$ cat config.mk
export PLATFORM = sky130hd
export DESIGN_NAME = mc_datapath_regs
export DESIGN_NICKNAME = d
export VERILOG_FILES = /design/src/rtl/mc_datapath_regs_pkg.sv /design/src/rtl/mem_lane_align.sv /design/src/rtl/mc_datapath_regs.sv
export SDC_FILE = /design/constraint.sdc
export NUM_CORES = 1
export LEC_CHECK = 0
export ABC_AREA = 1
export CORE_AREA = 2 2 170 172
export DETAILED_ROUTE_END_ITERATION = 10
export DIE_AREA = 0 0 172 174
export PLACE_DENSITY = 0.76
export SKIP_CTS_REPAIR_TIMING = 1
export SLEW_MARGIN = 15
export SYNTH_ARGS = -nofsm -noshare
export SYNTH_HDL_FRONTEND = slang
export SYNTH_SLANG_ARGS = --single-unit
$ cat constraint.sdc
create_clock -name clk -period 13.02 [get_ports clk]
set_input_delay 3.255 -clock clk [delete_from_list [all_inputs] [get_ports clk]]
set_output_delay 3.255 -clock clk [all_outputs]
set_load 0.02 [all_outputs]
$ cat src/rtl/mc_datapath_regs_pkg.sv
// Shared constants for the multicycle datapath register block: opcodes,
// load/store size encodings, result-select encodings and the reset NOP.
package mc_datapath_regs_pkg;

    // Base opcodes (Instr[6:0])
    localparam logic [6:0] OpLoad   = 7'h03;
    localparam logic [6:0] OpStore  = 7'h23;
    localparam logic [6:0] OpImm    = 7'h13;
    localparam logic [6:0] OpReg    = 7'h33;
    localparam logic [6:0] OpBranch = 7'h63;
    localparam logic [6:0] OpJal    = 7'h6f;
    localparam logic [6:0] OpJalr   = 7'h67;
    localparam logic [6:0] OpLui    = 7'h37;
    localparam logic [6:0] OpAuipc  = 7'h17;

    // funct3 load/store size encodings
    localparam logic [2:0] F3Byte  = 3'b000;
    localparam logic [2:0] F3Half  = 3'b001;
    localparam logic [2:0] F3Word  = 3'b010;
    localparam logic [2:0] F3ByteU = 3'b100;
    localparam logic [2:0] F3HalfU = 3'b101;

    // Result multiplexer select
    typedef enum logic [1:0] {
        ResAluOut    = 2'b00,
        ResLoad      = 2'b01,
        ResAluResult = 2'b10,
        ResAluOutAlt = 2'b11
    } result_src_e;

    // addi x0, x0, 0
    localparam logic [31:0] InstrNop = 32'h0000_0013;

endpackage

$ cat src/rtl/mem_lane_align.sv
// Byte-lane alignment: extracts sized load data from the raw memory word and
// places store data on the byte lanes addressed by the low address bits.
module mem_lane_align
    import mc_datapath_regs_pkg::*;
(
    input  logic [31:0] load_word_i,
    input  logic [1:0]  load_off_i,
    input  logic [2:0]  load_size_i,
    output logic [31:0] load_data_o,
    input  logic [31:0] store_word_i,
    input  logic [1:0]  store_off_i,
    input  logic [2:0]  store_size_i,
    input  logic        store_shift_i,
    output logic [31:0] store_data_o,
    output logic [3:0]  byte_en_o
);

    logic [31:0] load_shifted;

    // Load extraction: bring the addressed byte/half down to bit 0, then extend
    always_comb begin
        load_shifted = load_word_i >> {load_off_i, 3'b000};
        case (load_size_i)
            F3Byte:  load_data_o = {{24{load_shifted[7]}}, load_shifted[7:0]};
            F3Half:  load_data_o = {{16{load_shifted[15]}}, load_shifted[15:0]};
            F3ByteU: load_data_o = {24'h00_0000, load_shifted[7:0]};
            F3HalfU: load_data_o = {16'h0000, load_shifted[15:0]};
            default: load_data_o = load_word_i;
        endcase
    end

    // Store lane generation: shift data only during an actual store access
    always_comb begin
        store_data_o = store_shift_i ? (store_word_i << {store_off_i, 3'b000}) : store_word_i;
        case (store_size_i)
            F3Byte:  byte_en_o = 4'b0001 << store_off_i;
            F3Half:  byte_en_o = 4'b0011 << store_off_i;
            F3Word:  byte_en_o = 4'b1111;
            default: byte_en_o = 4'b0000;
        endcase
    end

endmodule

$ cat src/rtl/mc_datapath_regs.sv
// Non-architectural and architectural registers of a multicycle RV32 datapath:
// PC/OldPC/IR, operand latches, result mux, address mux, access alignment,
// sticky misalignment flag and a fetched-instruction counter.
module mc_datapath_regs
    import mc_datapath_regs_pkg::*;
#(
    parameter logic [31:0] RESET_PC = 32'h0000_0000
) (
    input  logic        clk,
    input  logic        rst,
    input  logic        PCUpdate,
    input  logic        Branch,
    input  logic        Zero,
    input  logic        IRWrite,
    input  logic        AdrSrc,
    input  logic        MemWrite,
    input  logic [1:0]  ResultSrc,
    input  logic [31:0] ALUResult,
    input  logic [31:0] ReadData,
    input  logic [31:0] RD1,
    input  logic [31:0] RD2,
    output logic [31:0] PC,
    output logic [31:0] OldPC,
    output logic [31:0] Instr,
    output logic [31:0] A,
    output logic [31:0] WriteData,
    output logic [31:0] ALUOut,
    output logic [31:0] Result,
    output logic [31:0] Adr,
    output logic [6:0]  Op,
    output logic [2:0]  funct3,
    output logic [3:0]  ByteEn,
    output logic        MemWriteOut,
    output logic        MisalignFault,
    output logic [31:0] RetireCnt
);

    logic [31:0] pc_q, pc_d, old_pc_q, old_pc_d, instr_q, instr_d, retire_q, retire_d;
    logic [31:0] a_q, wd_q, alu_out_q, data_q;
    logic [1:0]  off_q;
    logic [2:0]  sz_q;
    logic        fault_q;
    logic        pc_write, is_half, is_word, misaligned;
    logic [31:0] load_data;

    assign PC            = pc_q;
    assign OldPC         = old_pc_q;
    assign Instr         = instr_q;
    assign A             = a_q;
    assign ALUOut        = alu_out_q;
    assign RetireCnt     = retire_q;
    assign MisalignFault = fault_q;
    assign Op            = instr_q[6:0];
    assign funct3        = instr_q[14:12];

    assign pc_write = PCUpdate | (Branch & Zero);

    // Result multiplexer
    always_comb begin
        case (ResultSrc)
            ResLoad:      Result = load_data;
            ResAluResult: Result = ALUResult;
            default:      Result = alu_out_q;
        endcase
    end

    assign Adr = AdrSrc ? Result : pc_q;

    // Alignment is only meaningful on data accesses, never on instruction fetch
    always_comb begin
        is_half     = (funct3 == F3Half) || (funct3 == F3HalfU);
        is_word     = (funct3 == F3Word);
        misaligned  = AdrSrc & ((is_half & Adr[0]) | (is_word & (Adr[1:0] != 2'b00)));
        MemWriteOut = MemWrite & ~misaligned;
    end

    mem_lane_align u_lane (
        .load_word_i   (data_q),
        .load_off_i    (off_q),
        .load_size_i   (sz_q),
        .load_data_o   (load_data),
        .store_word_i  (wd_q),
        .store_off_i   (Adr[1:0]),
        .store_size_i  (funct3),
        .store_shift_i (AdrSrc & MemWrite),
        .store_data_o  (WriteData),
        .byte_en_o     (ByteEn)
    );

    // Next state for PC, IR and retire counter; OldPC takes the pre-update PC
    always_comb begin
        pc_d     = pc_q;
        old_pc_d = old_pc_q;
        instr_d  = instr_q;
        retire_d = retire_q;
        if (pc_write) begin
            pc_d = Result;
        end
        if (IRWrite) begin
            old_pc_d = pc_q;
            instr_d  = ReadData;
            retire_d = retire_q + 32'd1;
        end
    end

    // Architectural state registers
    always_ff @(posedge clk or posedge rst) begin
        if (rst) begin
            pc_q     <= RESET_PC;
            old_pc_q <= RESET_PC;
            instr_q  <= InstrNop;
            retire_q <= 32'd0;
        end else begin
            pc_q     <= pc_d;
            old_pc_q <= old_pc_d;
            instr_q  <= instr_d;
            retire_q <= retire_d;
        end
    end

    // Operand and data latches, loaded unconditionally every cycle
    always_ff @(posedge clk or posedge rst) begin
        if (rst) begin
            a_q       <= 32'd0;
            wd_q      <= 32'd0;
            alu_out_q <= 32'd0;
            data_q    <= 32'd0;
        end else begin
            a_q       <= RD1;
            wd_q      <= RD2;
            alu_out_q <= ALUResult;
            data_q    <= ReadData;
        end
    end

    // Remember access offset/size for the following load-writeback cycle; sticky fault
    always_ff @(posedge clk or posedge rst) begin
        if (rst) begin
            off_q   <= 2'b00;
            sz_q    <= F3Word;
            fault_q <= 1'b0;
        end else begin
            if (AdrSrc) begin
                off_q <= Adr[1:0];
                sz_q  <= funct3;
            end
            if (misaligned) begin
                fault_q <= 1'b1;
            end
        end
    end

endmodule

Yosys cells after proc, flatten, opt, wreduce, memory -nomap -nowiden
Cells that the tools add are included.
{"block": "totals", "input_bits": 138, "latchBits": 0, "mem_bits_rw": 0, "memories": 0, "ff_bits": 262, "romBits": 0}
{"block": "classes", "div": 0, "mux": 5, "n_shift": 4, "reduce_logical": 4, "n_addsub": 1, "n_bitwise": 9, "n_mul": 0, "order_cmp": 0, "eq_ne": 8}
{"operator": "one-hot mux 32 bit (4 select lines)", "count": 1}
{"operator": "2-to-1 mux 32 bit", "count": 2}
{"operator": "one-hot mux 32 bit (2 select lines)", "count": 1}
{"operator": "adder 32 x 1 -> 32 bit, second input constant", "count": 1}
{"operator": "left shift 32 x 5 -> 32 bit", "count": 1}
{"operator": ">> shifter 32 x 5 -> 16 bit", "count": 1}
{"operator": "one-hot mux 4 bit (3 select lines)", "count": 1}
{"operator": "== test 3 bit, second input constant", "count": 3}
{"operator": "bitwise AND 1 bit", "count": 6}
{"operator": "== test 3 x 1 -> 1 bit, second input constant", "count": 2}
{"operator": "zero test 3 bit", "count": 2}
{"operator": "left shift 1 x 2 -> 4 bit, first input constant", "count": 1}
{"operator": "left shift 2 x 2 -> 4 bit, first input constant", "count": 1}
{"operator": "== test 3 x 2 -> 1 bit, second input constant", "count": 1}
{"operator": "== test 2 x 1 -> 1 bit, second input constant", "count": 1}
{"operator": "== test 2 bit, second input constant", "count": 1}
{"operator": "bitwise OR 1 bit", "count": 2}
{"operator": "nonzero test 2 bit", "count": 1}
{"operator": "logical OR 1 bit", "count": 1}
{"operator": "inverter 1 bit", "count": 1}

Longest topological paths before layout
Gate-level depths: netlist of the first run.
{"block": "depth", "depth_word": 10, "depth_mapped": 17, "mapped_depth_nobuf": 15}

Modules after synthesis
Synthesis of the first run repeated with hierarchy kept, for this count alone.
{"block": "hier_totals", "hier_cells": 1321, "hier_area_um2": 11487.3}
{"module": "mc_datapath_regs", "area_per_inst_um2": 9771.9, "n_inst": 1, "cells_each": 969, "seq_area_each_um2": 6561.3}
{"module": "mem_lane_align", "area_per_inst_um2": 1715.4, "n_inst": 1, "cells_each": 352, "seq_area_each_um2": 0.0}

Worst setup path after synthesis of the first run
Ideal clock, no wire load.
{"block": "synth_timing", "kind": "input-to-output", "start": "in ResultSrc[0]", "end": "out ByteEn[1]", "path_slack_ns": 4.701, "cell_stages": 10, "t_required_ns": 9.765, "t_arrival_ns": 5.064, "path_cell_list": "inv_1 ha_1 buf_2 inv_1 or2_2 nand3_1 nand2_2 buf_6 buf_6 o31ai_1"}
{"block": "synth_via", "elab_chain_cells": 5, "elab_cells_between_ends": 7, "classes_between": "eq/ne: 2; shift: 2; mux: 3"}
{"item": "from (decl)", "line": "mc_datapath_regs.sv:17", "source": "input logic [1:0] ResultSrc,"}
{"item": "== test 2 bit or == test 2 x 1 -> 1 bit (tied branches)", "line": "mc_datapath_regs.sv:60", "source": "case (ResultSrc)"}
{"item": "one-hot mux 32 bit (2 select lines) *", "line": "mc_datapath_regs.sv:60"}
{"item": "2-to-1 mux 32 bit *", "line": "mc_datapath_regs.sv:67", "source": "assign Adr = AdrSrc ? Result : pc_q;"}
{"item": "via Adr[1]", "line": "mc_datapath_regs.sv:29", "source": "output logic [31:0] Adr,"}
{"item": "left shift 2 x 2 -> 4 bit or left shift 1 x 2 -> 4 bit (tied branches)", "line": "mem_lane_align.sv:37, mem_lane_align.sv:36"}
{"item": "one-hot mux 4 bit (3 select lines) *", "line": "mem_lane_align.sv:35", "source": "case (store_size_i)"}
{"item": "to (decl)", "line": "mc_datapath_regs.sv:32", "source": "output logic [3:0] ByteEn,"}
The timed path passes the listed nets; every way through them passes the cells marked *.

Worst setup path in the final report of the first run
{"block": "layout_timing", "start": "in ResultSrc[0]", "end": "out WriteData[2]"}
{"block": "layout_via", "elab_chain_cells": 5, "elab_cells_between_ends": 6, "classes_between": "eq/ne: 2; shift: 1; mux: 3"}
{"item": "== test 2 bit or == test 2 x 1 -> 1 bit (tied branches)", "line": "mc_datapath_regs.sv:60"}
{"item": "one-hot mux 32 bit (2 select lines) *", "line": "mc_datapath_regs.sv:60"}
{"item": "2-to-1 mux 32 bit *", "line": "mc_datapath_regs.sv:67"}
{"item": "left shift 32 x 5 -> 32 bit *", "line": "mem_lane_align.sv:34", "source": "store_data_o = store_shift_i ? (store_word_i << {store_off_i, 3'b000}) : store_word_i;"}
{"item": "2-to-1 mux 32 bit *", "line": "mem_lane_align.sv:34"}
{"item": "to (decl)", "line": "mc_datapath_regs.sv:26", "source": "output logic [31:0] WriteData,"}
Mark *: on every way between the ends. The rest lies on a longest branch, timed or not.

==> results.ini, run 1 <==
[outcome]
status = finished clean

[yosys]
synth_area_leader_cell = dfrtp_1
synth_enable_flop_cells = 0
synth_top_area_share_pct = 55.2
synth-seq-cells = 262
yosys_warnings = 0
synth_cell_types = 47
seq_area_frac_synth_pct = 56.1
syn_nets = 1499
syn_area_per_cell_um2 = 8.61
synth.area.top_cells = dfrtp_1, nand2_1, inv_1
synthArstFlopShare_pct = 100
synthCells = 1358
synth_ff_type = dfrtp_1
syn_area_um2 = 11700

[grt]
antenna_found_initial = 5
grt_pass1_vias = 10700
grt_first_pass_wirelength_um = 62700
grt_max_degree = 119
track_usage_pct = 27.3
overflow = 0

[clock_tree]
numCtsBuffers = 29
clk_path_buf_depth = 3
cts_tree = yes
clkLatencyLatePin_ns = 0.55
cts_root_buf = clkbuf_16
clock_sinks = 262
clkTransAtPathRegs_ns = 0.06
cts_max_level = 1

[timing]
whs_ns = 0.467
slew_headroom_pct = 32.4
worst_pin_slew_ns = 1.01
fin_skew_ns = 0.0119
finalSetupViolCount = 0
fin_crit_sh_pct = 80.3
drv_slew = 0
rsz0062_at_grt = false
fmax_mhz = 95.7
fin_setup_tns_ns = 0
finalHoldViolCount = 0
finalCriticalPeriod_ns = 10.45

[final_layout]
drive_gt1_share_pct = 6.51
seq_area_um2 = 6560
syn_to_final_growth_pct = 46.8
layout.nets = 1908
multi_input_area_um2 = 4330
nFillCells = 2480

[setup_path]
cp.required_ns = 9.76
critPathCaptureType = primary output
slowest_stage = clkdlybuf4s50_1
worstSetupPathType = input pin to primary output
path_max_fanout = 33
crit_path_start_kind = input pin
cp_slowest_stage_delay_ns = 0.62
worst-path-buf-inv = 8
critPathTopFamily = buffers and inverters
arrival_ns = 7.19
path_cells = clkdlybuf4s50_1 > inv_1 > ha_1 > buf_4 > inv_1 > buf_4 > or2_2 > nand3_4 > nand2_2 > nor2_2 > inv_2 > nand2_2 > inv_2 > nor2_1 > clkdlybuf4s50_1

[drt]
first_pass_iters = 5
totalWireLength_um = 41500
drtIter0Drc = 1017
wl_per_cell_um = 19.1
vias = 10800
vias_per_cell = 4.99
drc_errors = 0
drtAntennaViolNets = 0

[placement]
globalplace.congestion = 0.942
io_buffers = 441
dp_hpwl_um = 30700

[floorplanning]
die_x_um = 172
std_cell_rows = 62
initial_core_util_pct = 41.4
die_area_um2 = 29900
ios = 442
die_h_um = 174
coreArea_um2 = 28200

[pwr]
power.density_nw_per_um2 = 143
leakage_nw = 8.19
vdd_drop_max_uv = 98.8

[run]
drv_cap = 0

[worst_hold_path]
hold_path.class = flip-flop to flip-flop

## layout make-up
class	count	area share (%)
antenna	3	0.0437
timing repair buffer	449	26.0
clock inverter	5	0.452
clock buffer	41	4.84
inverter	110	2.47
tap	384	2.80
multi-input combinational	915	25.2
sequential	262	38.2
## worst reg2reg max path, delay by kind of cell (launching register included)
kind | cells | cell delay, ns
buffers and inverters | 1 | 0.24
DFF | 1 | 0.85
and+or+nand+nor | 12 | 1.79
## metal layers
layer	vias to the layer above	GRT usage (%)	routed length, um
met5	-	0	26
met4	4	10.7	1720
met3	97	6.33	3540
met2	516	46.1	20100
met1	5156	33.8	16100
li1	5049	-	-
## flip-flops by register name, indices dropped and copies added (netlist names)
register,count
ALUOut,32
A,32
Instr,32
OldPC,32
PC,32
RetireCnt,32
data_q,32
wd_q,32
sz_q,3
off_q,2
MisalignFault,1
## metrics by stage
stage	power [W]	cell area, um2	utilization, %	worst slack (ns)	instances
after global placement	0.00166	16300	57.6	2.63	2120
final	0.00245	17200	60.8	2.57	2169
after detailed placement	0.00167	16300	57.6	2.60	2120
after global routing	0.00256	17200	60.8	2.30	2169
after CTS	0.00246	17200	60.8	2.60	2166
after floorplan	0.00133	11700	-	2.56	1358
## Yosys cell counts, types with 2 or more instances
library cell / instances
nand2_1: 527
dfrtp_1: 258
inv_1: 99
nor2_1: 77
a21oi_1: 72
nand3_1: 57
o21ai_0: 52
clkbuf_1: 30
xor2_1: 21
buf_4: 14
buf_1: 11
a21oi_4: 10
a21oi_2: 9
nand2_2: 9
nand2_4: 9
nor3_1: 9
xnor2_1: 9
buf_2: 8
o22ai_1: 8
a22oi_1: 7
buf_6: 7
nand4_1: 7
and2_1: 6
inv_2: 6
dfstp_2: 4
clkinv_1: 3
ha_1: 3
nand3_4: 2
nor2_2: 2
o21ai_1: 2
o21ai_2: 2
o31ai_1: 2
or2_2: 2
## power by group
part | switching [W] | leakage, nW | internal, W
Combinational | 0.000398 | 4.61 | 0.000295
Clock | 0.000322 | 0.444 | 0.000476
Sequential | 0.0000725 | 3.14 | 0.000889
## cells in the final DEF (no fill, tap or decap), drive strengths merged
cell type	count
bufinv	2
o31ai	2
inv	106
nand4	8
clkinv	6
diode	3
nand3	60
a22oi	7
o22ai	8
xor2	21
o21ai	56
nand2	545
clkinvlp	1
clkdlybuf4s50	439
dfrtp	258
a21boi	2
nor4	1
nand3b	1
and2	6
nor2	81
nor3	10
nor3b	1
a21oi	91
ha	3
buf	10
clkbuf	41
xnor2	9
o211ai	1
dfstp	4
or2	2
## worst paths after layout
path                         startpoint  cells past startpoint  slack, ns            end
max reg2reg                    off_q[0]                     13      10.05  MisalignFault
max                        ResultSrc[0]                     15       2.57   WriteData[2]
max in group asynchronous           rst                      3       8.23        sz_q[0]
min                           Instr[28]                      2       0.47      Instr[28]
min reg2reg                   Instr[28]                      2       0.47      Instr[28]
min in group asynchronous           rst                      2       3.26          A[12]
## kinds of logic after synthesis
group           Yosys count  share of synthesized area, %
flops                   262                          56.1
buf+inv                 181                          6.96
fa+ha+maj                 3                         0.321
compound gates          167                          8.84
xor+xnor                 30                          2.25
simple gates            715                          25.5
Note: power is estimated with default switching activity, not from simulation.
==> run 2, diff against run 1 <==
--- a/config.mk
+++ b/config.mk
@@ -6,10 +6,9 @@
 export NUM_CORES = 1
 export LEC_CHECK = 0
 export ABC_AREA = 1
-export CORE_AREA = 2 2 170 172
+export CORE_UTILIZATION = 40
 export DETAILED_ROUTE_END_ITERATION = 10
-export DIE_AREA = 0 0 172 174
-export PLACE_DENSITY = 0.76
+export PLACE_DENSITY = 0.77
 export SKIP_CTS_REPAIR_TIMING = 1
 export SLEW_MARGIN = 15
 export SYNTH_ARGS = -nofsm -noshare
==> constraint.sdc (replaced) <==
create_clock -name clk -period 8.39 [get_ports clk]
set_input_delay 2.0975 -clock clk [delete_from_list [all_inputs] [get_ports clk]]
set_output_delay 2.0975 -clock clk [all_outputs]
set_load 0.02 [all_outputs]
==> run 2 against run 1 <==
Critical endpoint is now WriteData[5]. Via count is 1.0% higher. Wire length up 1.6%. Largest cell class unchanged. Clock skew grew 0.0052 ns. Worst hold slack improved by 0.0027 ns. Clock-buffer cell count fell by 1. Non-clock buffer count grew 5. Register-to-register slack worse by 4.7 ns. Clock power rose by 84%. Total power increased by 65%.
==> results.ini, run 2 (synthesis gave the netlist of run 1 again) <==
[worst_hold_path]
hold_path_depth = 2  ; unchanged
hold_path.class = flip-flop to flip-flop
holdCritStartpoint = OldPC[12]
holdPathEnd = OldPC[12]

[grt]
grt-busiest-layer = met2
grt.met1_usage_pct = 34.6  ; +0.77 points
overflow = 0  ; unchanged
antenna_found_initial = 6  ; +1
grt_max_degree = 127  ; +6.7%
grt_pass1_vias = 11000  ; +3.4%
track_usage_pct = 28.0  ; +0.65 points
use_met3_pct = 6.71  ; +0.38 points
met2_usage_pct = 47.4  ; +1.3 points
grt_first_pass_wirelength_um = 64800  ; +3.3%

[setup_path]
worst-path-buf-inv = 7  ; -1
path_cells = clkdlybuf4s50_1 > inv_1 > ha_1 > buf_4 > inv_1 > or2_2 > nand3_4 > nand2_2 > nor2_2 > inv_2 > nand2_2 > inv_2 > nor2_1 > clkdlybuf4s50_1
cp-startpoint = ResultSrc[0]
crit_path_start_kind = input pin
worstSetupPathType = input pin to primary output
slowest_stage = clkdlybuf4s50_1
reg2reg_slack_ns = 5.38  ; -4.67 ns
r2r-start = off_q[0]
path_max_fanout = 29  ; -12%
reg2reg_depth = 13  ; unchanged
critPathTopFamily = buffers and inverters
critPathCaptureType = primary output
arrival_ns = 5.65  ; -1.54 ns
cp_slowest_stage_delay_ns = 0.62  ; about the same
reg2reg_to = MisalignFault
cp.required_ns = 6.29  ; -3.47 ns

[clock_tree]
numCtsBuffers = 28  ; -3.4%
cts_max_level = 1  ; unchanged
clkLatencyLatePin_ns = 0.55  ; about the same
clock_sinks = 262  ; unchanged
clk_path_buf_depth = 3  ; unchanged
clkTransAtPathRegs_ns = 0.06  ; about the same
cts_root_buf = clkbuf_16
cts_tree = yes

[final_layout]
layout.nets = 1912  ; +0.21%
seq_area_um2 = 6560  ; unchanged
multi_input_area_um2 = 4330  ; unchanged
drive_gt1_share_pct = 7.09  ; +0.58 points
nFillCells = 2452  ; -1.1%
layout_commonest_cell = nand2_1
final_area_um2 = 17400  ; +1.5%
final_cell_mix = nand2_1, clkdlybuf4s50_1, dfrtp_1
syn_to_final_growth_pct = 49.0

[drt]
vias = 10900  ; +1.0%
first_pass_iters = 7  ; +2
drtAntennaViolNets = 0  ; unchanged
totalWireLength_um = 42200  ; +1.6%
wl_per_cell_um = 19.4  ; +1.1%
drtIter0Drc = 878  ; -14%
drc_errors = 0  ; unchanged
vias_per_cell = 5.01  ; +0.51%

[timing]
slew_headroom_pct = 34.6  ; +2.2 points
fin_crit_sh_pct = 92.3
finalCriticalPeriod_ns = 7.74
fmax_mhz = 129
fin_setup_tns_ns = 0  ; unchanged
whs_ns = 0.469  ; +0.00267 ns
rsz0062_at_grt = false
finalSetupViolCount = 0  ; unchanged
worst_pin_slew_ns = 0.981  ; -0.0329 ns
drv_slew = 0  ; unchanged
finalHoldViolCount = 0  ; unchanged
fin_skew_ns = 0.0170  ; +0.00518 ns

[placement]
io_buffers = 441  ; unchanged
globalplace.congestion = 0.953  ; +1.1%
dp_hpwl_um = 31100  ; +1.1%
dpl_cell_area_um2 = 16300  ; +0.28%

[pwr]
power.density_nw_per_um2 = 232  ; +63%
design_power_total_w = 0.00405  ; +65%
vdd_drop_max_uv = 180  ; +83%
leakage_nw = 8.30  ; +1.4%

[floorplanning]
die_area_um2 = 29900  ; about the same
ios = 442  ; unchanged
die_x_um = 173  ; +0.58%
die_h_um = 173  ; -0.57%
std_cell_rows = 62  ; unchanged
coreArea_um2 = 28700  ; +1.6%
initial_core_util_pct = 40.8  ; -0.67 points

[outcome]
status = finished clean

[run]
drv_cap = 0  ; unchanged

## run 2: cell count changes in the layout (fill, tap and decap cells not counted)
cell | before | now
bufinv_16 | 2 | 9
buf_12 | 0 | 1
clkbuf_1 | 6 | 5
buf_4 | 8 | 12
diode_2 | 3 | 4
clkinvlp_4 | 1 | 3
inv_8 | 1 | 0
clkinv_2 | 3 | 1
## run 2: per-stage QoR
stage / setup slack (ns) / util (%) / std cells
2_1_floorplan: 2.39 / - / 1358
3_3_place_gp: 0.711 / 56.8 / 2125
3_5_place_dp: 0.722 / 56.8 / 2125
4_1_cts: 0.708 / 60.7 / 2176
5_1_grt: 0.411 / 60.7 / 2179
6_report: 0.646 / 60.7 / 2180
## run 2: worst min-delay path: stages, from the launching register on
cell,delay [ns]
dfrtp_1,0.34
nand2_1,0.05
nand2_1,0.04
## run 2: layer usage
metal	wire [um]	vias up
met1	16700	5235
li1	-	5061
met5	22	-
met2	20600	531
met3	3300	101
met4	1610	4
## run 2: worst max path at each step
| stage | to | depth (start not counted) |
|---|---|---|
| floorplan | ByteEn[1] | 10 |
| global placement | WriteData[5] | 14 |
| detailed placement | WriteData[5] | 14 |
| CTS | WriteData[5] | 14 |
| global route | WriteData[5] | 14 |
| finish | WriteData[5] | 14 |
## run 2: layout make-up
type                    instances  share of cell area [%]
flip-flops and latches        262                    37.6
clock buffers                  40                    4.75
well taps                     384                    2.76
repair buffers                454                    25.9
inverters                     110                    2.41
clock inverters                11                    1.64
multi-input cells             915                    24.8
diodes                          4                  0.0574
## run 2: power by group
group	switching (W)	internal, W
Clock	0.000516	0.000958
Sequential	0.000114	0.00138
Combinational	0.000623	0.000461
==> run 3, diff against run 2 <==
--- a/config.mk
+++ b/config.mk
@@ -8,6 +8,7 @@
 export ABC_AREA = 1
 export CORE_UTILIZATION = 40
 export DETAILED_ROUTE_END_ITERATION = 10
+export GPL_TIMING_DRIVEN = 0
 export PLACE_DENSITY = 0.77
 export SKIP_CTS_REPAIR_TIMING = 1
 export SLEW_MARGIN = 15
==> run 3 against run 2 <==
Clock power down 5%. Sequential share of layout area down 0.78 points. Critical path depth down 2. Final area up 2.1%. Final cell count up 2.9%. Combinational power up 6%. Clock skew down 0.0018 ns. Flip-flop and latch count unchanged. Maximum frequency up 4.9%. Critical endpoint is now ByteEn[1].
==> results.ini, run 3 (synthesis gave the netlist of run 1 again) <==
[outcome]
status = finished clean

[clock_tree]
cts_tree = yes
cts_max_level = 1  ; unchanged
clkLatencyLatePin_ns = 0.56  ; about the same
cts_root_buf = clkbuf_16
clk_path_buf_depth = 3  ; unchanged
clkTransAtPathRegs_ns = 0.05  ; about the same
clock_sinks = 262  ; unchanged
numCtsBuffers = 30  ; +7.1%

[worst_hold_path]
hold_path.class = flip-flop to flip-flop

[placement]
dp_hpwl_um = 34200  ; +10%
io_buffers = 439  ; -0.45%
dp_slack_ns = 1.10  ; +0.379 ns
globalplace.congestion = 0.920  ; -3.5%

[setup_path]
path_max_fanout = 10  ; -66%
cp.required_ns = 6.29  ; about the same
critPathCaptureType = primary output
worstSetupPathType = input pin to primary output
arrival_ns = 5.28  ; -0.37 ns
crit_path_start_kind = input pin

[floorplanning]
coreArea_um2 = 28700  ; unchanged
std_cell_rows = 62  ; unchanged
initial_core_util_pct = 40.8  ; unchanged
die_x_um = 173  ; unchanged
ios = 442  ; unchanged
die_area_um2 = 29900  ; unchanged
die_h_um = 173  ; unchanged

[timing]
setup_slack_ns = 1.01  ; +0.363 ns
finalHoldViolCount = 0  ; unchanged
slew_headroom_pct = 54.4  ; +20 points
finalSetupViolCount = 0  ; unchanged
fin_skew_ns = 0.0152  ; -0.00181 ns
drv_slew = 0  ; unchanged
fmax_mhz = 135  ; +4.9%
rsz0062_at_grt = false
fin_crit_sh_pct = 88.0  ; -4.3 points
finalCriticalPeriod_ns = 7.38  ; -0.363 ns
worst_pin_slew_ns = 0.683  ; -0.298 ns
fin_setup_tns_ns = 0  ; unchanged

[drt]
first_pass_iters = 6  ; -1
vias = 11400  ; +3.9%
totalWireLength_um = 44500  ; +5.4%
drc_errors = 0  ; unchanged
vias_per_cell = 5.06  ; +0.92%
wl_per_cell_um = 19.8  ; +2.4%
drtIter0Drc = 952  ; +8.4%
drtAntennaViolNets = 0  ; unchanged

[pwr]
vdd_drop_max_uv = 160  ; -11%
power.density_nw_per_um2 = 226  ; -2.6%
comb_power_share_pct = 28.5  ; +1.8 points
p_seq_share_pct = 36.9  ; about the same
design_power_total_w = 0.00403  ; -0.58%
power.net_switching_w = 0.00130  ; +3.5%
leakage_nw = 8.49  ; +2.3%
p_clk_share_pct = 34.6  ; -1.8 points
internal_power_w = 0.00273  ; -2.4%
swShare_pct = 32.2  ; +1.3 points

[grt]
overflow = 0  ; unchanged
grt_first_pass_wirelength_um = 67500  ; +4.1%
grt_max_degree = 36  ; -72%
antenna_found_initial = 2  ; -4
track_usage_pct = 29.4  ; +1.4 points
grt_pass1_vias = 11200  ; +1.9%

[final_layout]
drive_gt1_share_pct = 8.18  ; +1.1 points
utilization_pct = 62.0  ; +1.3 points
syn_to_final_growth_pct = 52.1
layout.nets = 1978  ; +3.5%
layout_commonest_cell = nand2_1
final_cell_mix = nand2_1, clkdlybuf4s50_1, dfrtp_1

[run]
drv_cap = 0  ; unchanged

-- run 3: cell count changes in the layout (fill, tap and decap cells not counted), moves of 3 or more --
cell	previous run	this run
buf_1	0	11
buf_12	1	9
buf_2	2	8
buf_6	0	7
bufinv_16	9	5
clkbuf_1	5	35
clkinv_2	1	7
diode_2	4	1
-- run 3: worst max-delay path, cell delays in order --
cell             delay, ns
clkdlybuf4s50_1       0.48
inv_1                 0.05
ha_1                  0.26
buf_2                 0.16
inv_1                 0.09
or2_2                 0.31
nand3_1               0.15
nand2_2               0.10
buf_6                 0.16
buf_6                 0.15
o31ai_1               0.52
clkdlybuf4s50_1       0.76
-- run 3: power by group through the flow --
stage               clock, W  sequential [W]  combinational, W
global route         0.00145         0.00150           0.00122
finish               0.00139         0.00149           0.00115
floorplan                  0         0.00160          0.000465
global placement           0         0.00150           0.00112
CTS                  0.00141         0.00149           0.00115
detailed placement         0         0.00150           0.00114
-- run 3: area by class of cell --
class	instances	area, um2
antenna	1	2.50
buffer	71	398
clock buffer	41	852
clock inverter	13	205
fill	2415	10900
inverter	110	420
multi-input combinational	915	4320
sequential	262	6560
tap	384	480
timing repair buffer	447	4550
-- run 3: per-stage QoR --
| stage | area, um2 | instances | hold WS [ns] |
|---|---|---|---|
| after floorplan | 11700 | 1358 | 0.503 |
| after global placement | 16600 | 2181 | 0.453 |
| after detailed placement | 16700 | 2189 | 0.453 |
| after CTS | 17800 | 2243 | 0.471 |
| after global routing | 17800 | 2244 | 0.487 |
| final | 17800 | 2244 | 0.471 |
-- run 3: path summary, 6_finish.rpt --
| path | startpoint | to | slack (ns) | depth (start not counted) |
|---|---|---|---|---|
| worst max register to register | off_q[0] | PC[4] | 6.12 | 10 |
| min in group asynchronous | rst | A[6] | 1.97 | 2 |
| max in group asynchronous | rst | OldPC[7] | 5.14 | 6 |
| worst max-delay path | ResultSrc[0] | ByteEn[1] | 1.01 | 12 |
| worst min-delay path | OldPC[26] | OldPC[26] | 0.47 | 2 |
| worst min register to register | OldPC[26] | OldPC[26] | 0.47 | 2 |
-- run 3: metal layers --
layer | share of wire (%) | GRT usage [%]
met2 | 49 | 50.4
met5 | 0.038 | 0
met3 | 7.9 | 6.57
met4 | 3.1 | 8.78
met1 | 40 | 37.1
